$ cat src/rtl/shift_piso.sv
`default_nettype none
// ============================================================================
// Module   : shift_piso
// Purpose  : Parallel-in, serial-out transmitter. Accepts a WIDTH-bit word on
//            a valid/ready handshake and emits it one bit per clock, with
//            out_valid, frame_start and done qualifiers.
//            Define PARITY_EN to append an even-parity bit to every frame.
// Revision : 1.0 - initial release
// ============================================================================
module shift_piso #(
    parameter int unsigned WIDTH      = 4,
    parameter int unsigned MSB_FIRST  = 0,
    parameter logic        IDLE_LEVEL = 1'b0
) (
    input  logic             clk,
    input  logic             rst_n,
    input  logic             load_valid,
    output logic             load_ready,
    input  logic [WIDTH-1:0] load_data,
    output logic             out,
    output logic             out_valid,
    output logic             frame_start,
    output logic             done
);

`ifdef PARITY_EN
    localparam int unsigned FRAME_LEN = WIDTH + 1;
`else
    localparam int unsigned FRAME_LEN = WIDTH;
`endif
    localparam int unsigned      CNT_W    = $clog2(FRAME_LEN + 1);
    localparam logic [CNT_W-1:0] LAST_CNT = CNT_W'(FRAME_LEN - 1);

    typedef enum logic [0:0] {
        ST_IDLE  = 1'b0,
        ST_SHIFT = 1'b1
    } state_t;

    state_t           state_q, state_d;
    logic [WIDTH-1:0] shreg_q, shreg_d;
    logic [CNT_W-1:0] cnt_q, cnt_d;
    logic             out_q, out_d;
    logic             out_valid_q, out_valid_d;
    logic             frame_start_q, frame_start_d;
    logic             done_q, done_d;

    logic             head_bit;
    logic [WIDTH-1:0] shreg_shifted;
    logic             tx_bit;
    logic             last_bit;
    logic             handshake;

    // The bit leaving next and the register after it has gone, per bit order.
    generate
        if (MSB_FIRST != 0) begin : g_msb_first
            assign head_bit      = shreg_q[WIDTH-1];
            assign shreg_shifted = {shreg_q[WIDTH-2:0], 1'b0};
        end else begin : g_lsb_first
            assign head_bit      = shreg_q[0];
            assign shreg_shifted = {1'b0, shreg_q[WIDTH-1:1]};
        end
    endgenerate

`ifdef PARITY_EN
    logic parity_q, parity_d;
    // Once all data bits are out, the counter points at the parity slot.
    assign tx_bit = (cnt_q == CNT_W'(WIDTH)) ? parity_q : head_bit;
`else
    assign tx_bit = head_bit;
`endif

    // The FSM runs one cycle ahead of the registered outputs, so accepting a
    // word during the final SHIFT cycle lets the next frame follow gap-free.
    assign last_bit   = (state_q == ST_SHIFT) && (cnt_q == LAST_CNT);
    assign load_ready = rst_n && ((state_q == ST_IDLE) || last_bit);
    assign handshake  = load_valid && load_ready;

    // Next-state logic and next values of the registered serial outputs.
    always_comb begin
        state_d       = state_q;
        shreg_d       = shreg_q;
        cnt_d         = cnt_q;
        out_d         = IDLE_LEVEL;
        out_valid_d   = 1'b0;
        frame_start_d = 1'b0;
        done_d        = 1'b0;
`ifdef PARITY_EN
        parity_d      = parity_q;
`endif
        if (state_q == ST_SHIFT) begin
            out_d         = tx_bit;
            out_valid_d   = 1'b1;
            frame_start_d = (cnt_q == '0);
            done_d        = last_bit;
            shreg_d       = shreg_shifted;
            cnt_d         = cnt_q + CNT_W'(1);
            if (last_bit) begin
                state_d = ST_IDLE;
                cnt_d   = '0;
            end
        end
        if (handshake) begin
            state_d  = ST_SHIFT;
            shreg_d  = load_data;
            cnt_d    = '0;
`ifdef PARITY_EN
            parity_d = ^load_data;
`endif
        end
    end

    // State and output registers; reset aborts any frame in progress.
    always_ff @(posedge clk or negedge rst_n) begin
        if (!rst_n) begin
            state_q       <= ST_IDLE;
            shreg_q       <= '0;
            cnt_q         <= '0;
            out_q         <= IDLE_LEVEL;
            out_valid_q   <= 1'b0;
            frame_start_q <= 1'b0;
            done_q        <= 1'b0;
`ifdef PARITY_EN
            parity_q      <= 1'b0;
`endif
        end else begin
            state_q       <= state_d;
            shreg_q       <= shreg_d;
            cnt_q         <= cnt_d;
            out_q         <= out_d;
            out_valid_q   <= out_valid_d;
            frame_start_q <= frame_start_d;
            done_q        <= done_d;
`ifdef PARITY_EN
            parity_q      <= parity_d;
`endif
        end
    end

    assign out         = out_q;
    assign out_valid   = out_valid_q;
    assign frame_start = frame_start_q;
    assign done        = done_q;

endmodule
`default_nettype wire

$ cat config.mk
export PLATFORM = sky130hd
export DESIGN_NAME = shift_piso
export DESIGN_NICKNAME = d
export VERILOG_FILES = /design/src/rtl/shift_piso.sv
export SDC_FILE = /design/constraint.sdc
export NUM_CORES = 1
export LEC_CHECK = 0
export CORE_MARGIN = 4
export CORE_UTILIZATION = 35
export CTS_BUF_LIST = sky130_fd_sc_hd__clkbuf_16
export CTS_CLUSTER_DIAMETER = 60
export DETAILED_ROUTE_END_ITERATION = 8
export PLACE_DENSITY = 0.58
export SLEW_MARGIN = 0
export SYNTH_ARGS = -nofsm -noshare
export SYNTH_HDL_FRONTEND = slang
export SYNTH_SLANG_ARGS = --single-unit
export TNS_END_PERCENT = 5
$ cat constraint.sdc
create_clock -name clk -period 1.53 [get_ports clk]
set_input_delay 0.3825 -clock clk [delete_from_list [all_inputs] [get_ports clk]]
set_output_delay 0.3825 -clock clk [all_outputs]
set_load 0.005 [all_outputs]
==> results by group, run 1 <==
Synth
  • Average cell area after synthesis: about 13 um^2
  • Ys flop type: dfrtp_1
  • Yosys top cell by area: dfrtp_1
  • Sequential fraction of the synthesis area: a little under three fifths
  • Compound-Gate Fraction of Synth Area: approximately 5.0%
  • Proportion of synthesized area in mux cells: 13.6%
  • Post-synth top cells: dfrtp_1 (12), nand2_1 (6), mux2_2 (5), and3b_1 (3)
  • Post-synth EDFFs: 0
  • Syn_nets: a little over 50
  • Warnings, synthesis: 0
  • Synth Area in XOR/XNOR: 0%
  • Adder-Cell Fraction of Synth Area: 4.76%
  • Synth Area in Simple Gates: 16.0%
  • Largest family of logic cells by synthesized area: simple AND/OR/NAND/NOR gates
  • Count leader, synth: dfrtp_1
  • Syn Inst Count: 42
  • #FFs+latches synth: 12
  • Area fraction of the dominant cell type after synthesis: between 50 and 60%
  • Post-Syn Area: around 530 um^2
  • Post-synth cell types: 16
  • Asr flop ratio synth: 100%
  • Top cells by area, synth: dfrtp_1 (57%), mux2_2 (11%), and3b_1 (5.0%)

Clocking
  • CTS buffer count: 3
  • Clk sink count: 12
  • Hold buffers post-CTS: 0
  • H-tree levels: 1
  • CTS tree: yes
  • Clock-pin slew on the worst setup and hold paths: roughly 0.040 ns
  • Root Driver: clkbuf_16
  • Clk buf depth: 2
  • Worst-skew pair later-pin latency: roughly 0.24 ns

Timing
  • Final Skew: a little under 0.001 ns
  • Period Utilization, post-route: 103%
  • Setup TNS: -0.126 ns
  • Max Clk Rate: around 630 MHz
  • Min Clock Period, post-route: 1.58 ns
  • Hold Violations, Final: 0
  • RSZ-0062 raised after global routing: true
  • Slew margin rel.: 89.1%
  • Slew Limit Fails: 0
  • Setup-failing EPs final: 4
  • Tightest Pin Transition: between 0.15 and 0.2 ns
  • WHS: 0.490 ns
  • Worst setup slack after layout: -0.0535 ns

Run status
  • Failing checks: setup timing
  • Result of the run: complete, but fails checks

Power and ir drop
  • Design Power: between 1.5 and 2 mW
  • Combinational power share: between 40% and 50%
  • Clock Power Share: a little over a quarter
  • PwrDens: 2010 mW/mm^2
  • Sequential share of power: 28.2%
  • Leakage power: approximately 0.45 nW
  • Switching Power: slightly below 0.5 mW
  • Internal power: 1.29 mW
  • Max VDD drop: 1010 uV
  • Switching Share: 27.8%

Global routing
  • Largest net degree at the start of global routing: 14
  • Initial antenna violation count: 0
  • GRT Total Usage: 14.3%
  • Number of global-route vias before repair: 465
  • Global route total overflow: 0
  • First-pass GRT wire length: 2040 um

Min path
  • Hold WC Path Type: flip-flop to flip-flop
  • Hold Path Sink: out$_DFF_PN0_
  • Min-delay src: shreg_q[0]$_DFFE_PN0P_
  • Hold Crit Depth: 1

Setup path
  • Crit-path cells: ha_4, nand2b_4, nand2_2, and2_4, buf_6
  • Critical path arrival: 1.20 ns
  • CP max-delay cell: dfrtp_1
  • Worst setup EP type: output port
  • CP peak stage delay: about 0.41 ns
  • R2R setup slack: -0.03 ns
  • Max FO, Critical Path: 2
  • RR Endpoint: shreg_q[1]$_DFFE_PN0P_
  • Required time of the critical path: roughly 1.2 ns
  • FF-to-FF path depth: 6
  • Crit Path Class: flip-flop to output port
  • Critical R2R Launch: cnt_q[1]$_DFFE_PN0P_
  • Worst setup SP type: flip-flop

Floorplanning
  • Top Ports: 12
  • Total core area: approximately 0.0014 mm^2
  • Width of the chip: roughly 47 um
  • Die area: 0.00219 mm^2
  • Starting density of the core: between 30% and 40%
  • Core Rows: 13
  • Die Y: between 40 and 50 um

Layout
  • # diodes: 0
  • Final nets: 84
  • Final Cell Area: around 890 um^2
  • Share of layout cells above drive strength 1: 46.6%
  • Syn-to-layout area delta: 69.5%

Drt
  • Initial DRC Count: 2
  • DR pass1 iterations: 4
  • WL/cell: 14.8 um
  • Via/cell ratio: 5.11
  • Final ANT Viol Nets: 0
  • Vias: between 400 and 500
  • DRC Markers: 0
  • Drt total wl: around 1300 um

Placed design
  • DP Worst Slack: -0.340 ns
  • Port Buffers: 11
  • DP HPWL: slightly below 800 um
  • Placer congestion estimate: between 0.8 and 0.9
  • Post-DP Area: 726 um^2

Job
  • Max-Cap Viols: 0
[worst max-delay path by stage]
stage                         start                      to  slack, ns  cells after the start
2_1_floorplan  cnt_q[0]$_DFFE_PN0P_              load_ready       0.19                      4
3_3_place_gp                  rst_n              load_ready      -0.35                      3
3_5_place_dp                  rst_n              load_ready      -0.34                      3
4_1_cts        cnt_q[1]$_DFFE_PN0P_              load_ready      -0.07                      5
5_1_grt        cnt_q[1]$_DFFE_PN0P_  shreg_q[1]$_DFFE_PN0P_      -0.09                      6
6_report       cnt_q[1]$_DFFE_PN0P_              load_ready      -0.05                      5
[layout make-up]
cell class / count / area (um^2)
Fill cell: 98 / 459
Sequential cell: 12 / 300
Timing Repair Buffer: 29 / 246
Multi-Input combinational cell: 27 / 243
Clock buffer: 3 / 75.1
Tap cell: 15 / 18.8
Inverter: 2 / 7.51
[metal layers]
layer	share of wire (%)	vias up	global-route usage, %	wire (um)
met1	43	226	15.4	559
met2	49	15	23.9	641
met5	0	-	0	0
li1	-	207	-	-
met3	6.1	2	4.60	79
met4	1.7	0	9.39	22
[layout by cell type (no fill, tap or decap), drive strengths merged]
| master | instances |
|---|---|
| a21oi | 1 |
| nand3b | 1 |
| nand3 | 1 |
| nand2b | 1 |
| and3b | 3 |
| o21ai | 2 |
| clkbuf | 3 |
| inv | 2 |
| nor2 | 1 |
| ha | 2 |
| dfrtp | 12 |
| mux2 | 6 |
| nand2 | 6 |
| a21o | 1 |
| and2 | 2 |
| buf | 19 |
| clkdlybuf4s50 | 10 |
[through the flow]
| stage | std cells | utilization (%) |
|---|---|---|
| final | 88 | 66.0 |
| after global routing | 88 | 66.0 |
| after CTS | 87 | 63.0 |
| after detailed placement | 78 | 53.8 |
| after global placement | 78 | 53.8 |
| after floorplan | 42 | - |
[flip-flops by register name, summed over array words and instances, names as in the netlist]
| signal | count |
|---|---|
| out_valid | 1 |
| state_q | 1 |
| cnt_q | 3 |
| out | 1 |
| done | 1 |
| shreg_q | 4 |
| frame_start | 1 |
[critical path, delay by kind of cell, from the launching register on]
family	cells	cell delay [ns]
flip-flops	1	0.41
adder cells (fa/ha/maj)	1	0.19
AND/OR/NAND/NOR	3	0.25
buffers and inverters	1	0.11
[kinds of logic (layout without fill, tap and decap cells)]
logic type,count (synthesis),after routing
simple gates,15,15
buf+inv,3,34
fa+ha+maj,2,2
compound gates,4,4
flops,12,12
mux,6,6
[repair_timing]
action / CTS / global route
endpoints found under the hold margin: 0 / 0
pin swaps: 4 / 1
gates resized for setup: 7 / 6
endpoints found under the setup margin: 1 / 6
buffers inserted: 6 / 1
[power groups by stage]
stage	clock network, mW	logic (mW)	registers [mW]
2_1_floorplan	0	0.288	0.508
3_3_place_gp	0	0.559	0.487
3_5_place_dp	0	0.586	0.496
4_1_cts	0.479	0.718	0.492
5_1_grt	0.497	0.876	0.513
6_report	0.471	0.814	0.504
No activity file was read; power rests on OpenSTA's default activity.
==> inputs of run 2 (changes only) <==
CORE_UTILIZATION = 30   (was 35)
PLACE_DENSITY = 0.51   (was 0.58)
==> run 2 against run 1 <==
  * Highest routed layer unchanged
  * Critical path depth unchanged
  * Sequential power shrank 3%
  * Design area down 8.0%
  * Sequential cell count did not move
  * Maximum frequency is 1.3% lower
  * Setup slack worse by 0.020 ns
  * Critical path type unchanged
  * Cell count down 5.7%
  * The run still ends with setup timing left
==> results by group, run 2 (synthesis results as in run 1) <==
Run status
  • Result of the run: complete, but fails checks
  • Failing checks: setup timing

Setup path
  • WP depth: 5
  • Critical path destination: load_ready
  • Crit-path leading delay family: flip-flops
  • Crit Path Class: flip-flop to output port
  • R2R setup slack: roughly 0.09 ns
  • Required time of the critical path: 1.15 ns
  • Critical path arrival: ~1.2 ns
  • CP max-delay cell: dfrtp_1
  • Critical R2R Launch: cnt_q[0]$_DFFE_PN0P_
  • Worst setup EP type: output port
  • FF-to-FF path depth: 5
  • RR Endpoint: shreg_q[0]$_DFFE_PN0P_
  • CP peak stage delay: just under 0.4 ns
  • Worst setup SP type: flip-flop
  • Crit-path cells: ha_2, nand2b_1, nand2_1, and2_4, buf_6
  • Max FO, Critical Path: 2
  • Buffers and inverters on the worst path: 1
  • Worst setup startpoint: cnt_q[0]$_DFFE_PN0P_

Layout
  • Final nets: between 70 and 80
  • Largest registers: shreg_q: 4 flops, cnt_q: 3 flops
  • Syn-to-layout area delta: 56.0%
  • Share of layout cells above drive strength 1: between 30% and 40%
  • Final Cell Area: roughly 800 um^2
  • Largest register by flop count: shreg_q
  • Final Util: between 50% and 60%
  • # diodes: 0
  • Fill cells: ~150
  • Commonest non-fill, non-tap cell in the layout: dfrtp_1
  • Most frequent cells in the layout: dfrtp_1 (12), buf_4 (11), clkdlybuf4s50_1 (10)
  • Finished Layout Cells: between 80 and 90
  • Max FFs per register: 4

Clocking
  • CTS tree: yes
  • Clk buf depth: 2
  • Hold buffers post-CTS: 0
  • Root Driver: clkbuf_16
  • CTS buffer count: 3
  • H-tree levels: 1
  • Clock-pin slew on the worst setup and hold paths: ~0.04 ns
  • Worst-skew pair later-pin latency: between 0.2 and 0.25 ns
  • Clk sink count: 12

Drt
  • DRC Markers: 0
  • Vias: 407
  • WL/cell: between 10 and 15 um
  • DR pass1 iterations: 3
  • Via/cell ratio: between 4 and 5
  • Drt total wl: 1070 um
  • Final ANT Viol Nets: 0
  • Initial DRC Count: 2

Timing
  • Period Utilization, post-route: 105%
  • Worst setup slack after layout: -0.0738 ns
  • Slew Limit Fails: 0
  • WHS: 0.482 ns
  • Slew margin rel.: between 80% and 90%
  • Setup TNS: -0.0738 ns
  • Tightest Pin Transition: 0.182 ns
  • Setup-failing EPs final: 1
  • RSZ-0062 raised after global routing: true
  • Min Clock Period, post-route: roughly 1.6 ns
  • Final Skew: approximately 0.0036 ns
  • Max Clk Rate: roughly 620 MHz
  • Hold Violations, Final: 0

Floorplanning
  • Starting density of the core: 33.3%
  • Top Ports: 12
  • Die Y: approximately 50 um
  • Core Rows: 14
  • Die area: about 0.0025 mm^2
  • Width of the chip: 49.9 um
  • Total core area: ~0.0016 mm^2

Job
  • Max-Cap Viols: 0

Power and ir drop
  • Leakage power: 0.410 nW
  • PwrDens: between 1500 and 2000 mW/mm^2
  • Design Power: between 1.5 and 2 mW
  • Max VDD drop: 854 uV

Placed design
  • Post-DP Area: around 730 um^2
  • Port Buffers: 11
  • Placer congestion estimate: ~0.73
  • Dpl cells: between 70 and 80
  • DP Worst Slack: -0.321 ns
  • DP HPWL: approximately 850 um

Global routing
  • Number of global-route vias before repair: about 460
  • GRT Total Usage: 11.2%
  • First-pass GRT wire length: 2010 um
  • Largest net degree at the start of global routing: 14
  • Global route total overflow: 0
  • Initial antenna violation count: 0

Min path
  • Hold WC Path Type: flip-flop to flip-flop
-- run 2: cell types whose count changed in the layout (fill, tap and decap cells not counted), sizes merged --
| cell | previous run | this run |
|---|---|---|
| buf | 19 | 12 |
| clkinv | 0 | 1 |
-- run 2: repair_timing --
| item | 4_1_cts | 5_1_grt |
|---|---|---|
| pin swaps | 3 | 2 |
| cloned | 0 | 0 |
| gates resized for setup | 5 | 3 |
| buffers inserted | 0 | 0 |
| setup endpoints to repair | 1 | 4 |
-- run 2: report_power, final --
group	switching, mW	internal, mW	leakage [nW]
clock network	0.129	0.343	0.0385
logic	0.241	0.373	0.219
registers	0.0505	0.440	0.153
-- run 2: routing by layer --
| metal | up-vias | global-route usage [%] | share of wire, % |
|---|---|---|---|
| li1 | 191 | - | - |
| met1 | 205 | 11.3 | 40 |
| met2 | 9 | 19.6 | 54 |
| met3 | 2 | 4.82 | 4.1 |
| met4 | 0 | 5.53 | 1.2 |
| met5 | - | 0 | 0 |
-- run 2: worst reg2reg max path, cell delays in order (launching register included) --
cell      delay (ns)
dfrtp_1         0.36
ha_2            0.19
nand2b_1        0.07
buf_4           0.15
a21oi_4         0.20
mux2_2          0.35
-- run 2: area by class of cell --
class	count	area [um^2]	share of cell area, %
Clock inverter	1	3.75	0.458
Tap cell	16	20.0	2.44
Timing Repair Buffer	22	194	23.7
Multi-Input combinational cell	27	219	26.7
Sequential cell	12	300	36.6
Clock buffer	3	75.1	9.16
Inverter	2	7.51	0.916
-- run 2: how the worst min path moves through the flow --
stage                     slack (ns)  cells past startpoint                    to                   start
final                           0.48                      1         out$_DFF_PN0_  shreg_q[0]$_DFFE_PN0P_
after global routing            0.51                      1         out$_DFF_PN0_  shreg_q[0]$_DFFE_PN0P_
after CTS                       0.49                      1         out$_DFF_PN0_  shreg_q[0]$_DFFE_PN0P_
after detailed placement        0.48                      1         out$_DFF_PN0_  shreg_q[0]$_DFFE_PN0P_
after global placement          0.47                      1         out$_DFF_PN0_  shreg_q[0]$_DFFE_PN0P_
after floorplan                 0.09                      0  cnt_q[0]$_DFFE_PN0P_                   rst_n
